--- src/rtl/prescalador_120hz.sv ---
// Divides the board clock down to a 50 %-duty square wave near OUT_FREQ_HZ,
// and also gives a one-cycle strobe on each rising edge of that wave.
module prescalador_120hz #(
  parameter int CLK_FREQ_HZ = 100_000_000,
  parameter int OUT_FREQ_HZ = 120
) (
  input  logic i_clk,
  input  logic i_reset,
  output logic o_clk_120Hz,
  output logic o_tick_120Hz
);

  localparam int HALF_PERIOD = (CLK_FREQ_HZ + OUT_FREQ_HZ) / (2 * OUT_FREQ_HZ);
  localparam int CNT_W       = (HALF_PERIOD > 1) ? $clog2(HALF_PERIOD) : 1;
  localparam logic [CNT_W-1:0] CNT_LAST = CNT_W'(HALF_PERIOD - 1);

  if (OUT_FREQ_HZ <= 0) begin : g_bad_out_freq
    $error("prescalador_120hz: OUT_FREQ_HZ must be positive");
  end
  if (2 * OUT_FREQ_HZ > CLK_FREQ_HZ) begin : g_bad_ratio
    $error("prescalador_120hz: 2*OUT_FREQ_HZ must not exceed CLK_FREQ_HZ");
  end

  logic [CNT_W-1:0] cnt_reg;
  logic             wrap;

  assign wrap = (cnt_reg == CNT_LAST);

  // The tick is produced alongside the 0->1 toggle so both land in the same cycle.
  always_ff @(posedge i_clk) begin
    if (i_reset) begin
      cnt_reg      <= '0;
      o_clk_120Hz  <= 1'b0;
      o_tick_120Hz <= 1'b0;
    end else begin
      o_tick_120Hz <= wrap && !o_clk_120Hz;
      if (wrap) begin
        cnt_reg     <= '0;
        o_clk_120Hz <= ~o_clk_120Hz;
      end else begin
        cnt_reg <= cnt_reg + 1'b1;
      end
    end
  end

endmodule

--- config.mk ---
export PLATFORM = sky130hd
export DESIGN_NAME = prescalador_120hz
export DESIGN_NICKNAME = d
export VERILOG_FILES = /design/src/rtl/prescalador_120hz.sv
export SDC_FILE = /design/constraint.sdc
export NUM_CORES = 1
export LEC_CHECK = 0
export ABC_AREA = 1
export BUFFER_PORTS_ARGS = -buffer_cell sky130_fd_sc_hd__buf_2
export CORE_MARGIN = 3
export CORE_UTILIZATION = 40
export CTS_CLUSTER_DIAMETER = 40
export DETAILED_ROUTE_END_ITERATION = 7
export GPL_TIMING_DRIVEN = 0
export PLACE_DENSITY = 0.52
export REMOVE_ABC_BUFFERS = 1
export SLEW_MARGIN = 5
export SYNTH_ARGS = -nofsm -noshare
export SYNTH_HDL_FRONTEND = slang
export SYNTH_SLANG_ARGS = --single-unit
--- constraint.sdc ---
create_clock -name i_clk -period 1.7 [get_ports i_clk]
set_clock_uncertainty 0.2 [all_clocks]
set_input_delay 0.34 -clock i_clk [delete_from_list [all_inputs] [get_ports i_clk]]
set_output_delay 0.34 -clock i_clk [all_outputs]
set_load 0.1 [all_outputs]
# Word-level counts from Yosys, hierarchy flattened
# Cells that the tools add are included.
[op_classes]
n_eq_ne = 1
n_reduce_logical = 3
add_sub_neg = 1
bitwise = 1
[ops]
columns = ["operator", "n"]
rows = [
  ["$add 19x1->19 const B", 1],
  ["$eq 19x19->1 const B", 1],
  ["$reduce_or 2->1", 1],
  ["$logic_and 1x1->1", 1],
  ["$logic_not 1->1", 1],
  ["$not 1->1", 1],
]
[word_totals]
input_bits = 2
ff_bits = 21
wordCells = 9
output_inout_bits = 2

# Depth between registers and ports, before layout
[depth]
depth_word = 2
depth_mapped = 9
ltp_nobuf = 9

# Worst setup path before layout
# No wires, ideal clock.
[synth_timing]
path_kind = "reg2reg"
from = "register o_clk_120Hz"
to = "register o_clk_120Hz"
path_slack_ns = 0.134
synth_period_minus_slack_ns = 1.566
required_time_ns = 1.375
stages_incl_launch_ff = 3
setup_ns = 0.125
t_arrival_ns = 1.241
n_path_buf = 0
path_cell_list = "dfxtp_1 or2_2 o21ai_0"
[synth_via]
elab_chain_len = 1
[synth_lines]
columns = ["item", "line", "source"]
rows = [
  ["from (decl)", "9", "output logic o_clk_120Hz,"],
  ["from (signal assigned)", "39", "o_clk_120Hz <= ~o_clk_120Hz;"],
  ["$not 1->1", "39", ""],
]
# Every way passes these cells.
# A chain may end at the register's enable or synchronous reset.

# Worst setup path in the final report
[layout_timing]
from = "register o_clk_120Hz"
to = "output o_clk_120Hz"
# No word-level cell between the ends.

==> results.ini <==
[final_layout]
area_growth_syn_to_layout_pct=7.91
final_area_sq_um=1130
fin_nets=161
postLayoutCoreUtil_pct=48.1
largest_reg_flops=19
diodes=0
nFillCells=251
drive_gt1_share_pct=12.8

[worst_hold_path]
min_from=i_reset
hp-class=in -> reg
hold-path-endpoint=o_tick_120Hz
min_delay_path_depth=3

[run]
maxCapViolations=0

[place]
numPortBuffers=3
placed_area_sq_um=1080
dpl.hpwl_microns=1540
gp_congestion=0.773

[synth]
ys.flop_type=dfxtp_1
synth.distinct_cells=20
syn_area_sq_um=1040
synth_edf_count=0
async_flop_share_pct=0
synth.area.top_cells=dfxtp_1, nand2_1, nor2_1, nand3_1, inv_1
yosysTopAreaCellShare_pct=40.3
synth_commonest_cells=nand2_1, nor2_1, dfxtp_1
synth-seq-area-share_pct=40.3
synth_most_common_cell=nand2_1
synth_top_area_cell=dfxtp_1
syn_inst=151
synth-seq-cells=21
syn-mean-instance-area_sq_um=6.91
yosysWarningCount=0

[clock_network]
cts.sinks=21
tritoncts=built
clkTransAtPathRegs_ns=0.11
cts_made_buffers=3
hold_buffers=0
htree_levels=1
clock_latency_ns=0.31
cts_buffer_depth=2
clockRootBuffer=clkbuf_4

[sta]
min_period_over_period_pct=96.3
worstMarginPinSlew_ns=0.484
finalMaxSlewViolations=0
fmax_mhz=611
hold_viol=0
rsz0062_at_grt=no
max-slew-margin-rel_pct=68.0
tns_ns=0
finalCriticalPeriod_ns=1.64
report.final.setup_viol=0

[detailed_routing]
highest_layer=met4
routed_wl_microns=1980
route.met2.wl_microns=907
met3_wirelength_microns=37
drt_iter0_markers=22
ant_nets=0
drc=0
viasPerCell=4.93
vias=908
drt_first_pass_iters=4
wl_per_cell_microns=10.8
drt-met1-wl_microns=1020

[setup_path]
worstPathArrival_ns=1.10
startpoint_type=flop
worstRegToRegCells=8
required_ns=1.16
crit_path_end_kind=primary output
reg2reg_from=cnt_reg[1]
path_max_fanout=3
cp_slowest_stage_delay_ns=0.43
reg2reg_to=cnt_reg[16]
path_buf_inv=1
path_cells=buf_2
reg2reg_slack_ns=0.12
crit_type=reg -> out
slowest_stage=buf_2
critical_path.top_delay_family=buffers and inverters

[power_and_ir_drop]
totalPowerFinal_mw=0.777
p_per_area_nw_per_um2=690
p_leak_nw=0.398
ir_drop_mv=0.471

[outcome]
status=complete, no violations

[grt]
grt_pass1_vias=913
grt_pass1_wl_microns=3720
grt_max_degree=18
antenna_found_initial=0
overflow=0
grtUsageTotal_pct=14.2

[floorplanning]
dieHeight_microns=57.1
core_area_sq_um=2340
die_x_microns=57.1
fp.dieArea_sq_um=3260
io_pins=4
row_count=17
start_util_pct=44.6

## how the worst max path moves through the flow
stage               slack [ns]  depth (start not counted)         from          end
floorplan                 0.13                          2  o_clk_120Hz  o_clk_120Hz
global placement         0.008                          8   cnt_reg[0]  cnt_reg[18]
detailed placement       0.006                          8   cnt_reg[1]  cnt_reg[18]
CTS                       0.02                          8   cnt_reg[1]  cnt_reg[16]
global route            0.0006                          1  o_clk_120Hz  o_clk_120Hz
finish                    0.06                          1  o_clk_120Hz  o_clk_120Hz
## per-stage QoR
stage | hold WS (ns) | setup slack (ns) | cells
3_3_place_gp | 0.248 | 0.00774 | 180
3_5_place_dp | 0.256 | 0.00598 | 180
4_1_cts | 0.0672 | 0.0153 | 184
2_1_floorplan | 0.230 | 0.134 | 149
6_report | 0.0850 | 0.0630 | 184
5_1_grt | 0.0934 | 0.000645 | 184
## cells in the final DEF (no fill, tap or decap)
cell type	n
nor3_2	1
nor2_2	2
a21oi_1	10
nand3_1	14
nand2_4	1
ha_2	1
nand4_1	5
nor3_1	1
nor2_1	27
or2_0	1
or2_2	2
xnor2_1	3
nand2_1	29
buf_2	3
nor2_4	1
inv_1	18
nand3_2	1
dfxtp_1	20
ha_1	1
nand2_2	3
clkinv_2	1
o21ai_0	4
dfxtp_2	1
xor2_1	3
clkbuf_4	3
## cell families (layout without fill, tap and decap cells)
kind of cell / Yosys count / in the layout / share of synthesized area [%]
compound gates: 14 / 14 / 6.71
xor+xnor: 6 / 6 / 5.04
simple gates: 88 / 88 / 37.5
buf+inv: 20 / 25 / 8.03
fa+ha+maj: 2 / 2 / 2.40
flops: 21 / 21 / 40.3
## metal layers
layer	GRT usage, %	vias to the layer above
li1	-	486
met1	18.3	415
met2	22.8	5
met3	2.26	2
met4	6.95	0
met5	0	-
## area by class of cell
class	instances	area (sq um)	area share, %
Clock buffer	3	22.5	2.00
Tap cell	28	35.0	3.11
Clock inverter	1	5.00	0.444
Sequential cell	21	422	37.4
Inverter	18	67.6	6.00
Timing Repair Buffer	3	15.0	1.33
Multi-Input combinational cell	110	559	49.7
## power by group
part	switching [mW]	total [mW]	internal, mW
clock	0.157	0.245	0.0878
combinational	0.0166	0.0273	0.0107
sequential	0.00663	0.505	0.498
total	0.181	0.777	0.597
## repair_timing
| item | CTS | global route |
|---|---|---|
| gates resized for setup | 1 | 7 |
| buffers inserted | 0 | 0 |
| gates cloned | 0 | 0 |
| endpoints found under the setup margin | 1 | 7 |
| pin swaps | 0 | 0 |
(Power assumes the default switching activity.)
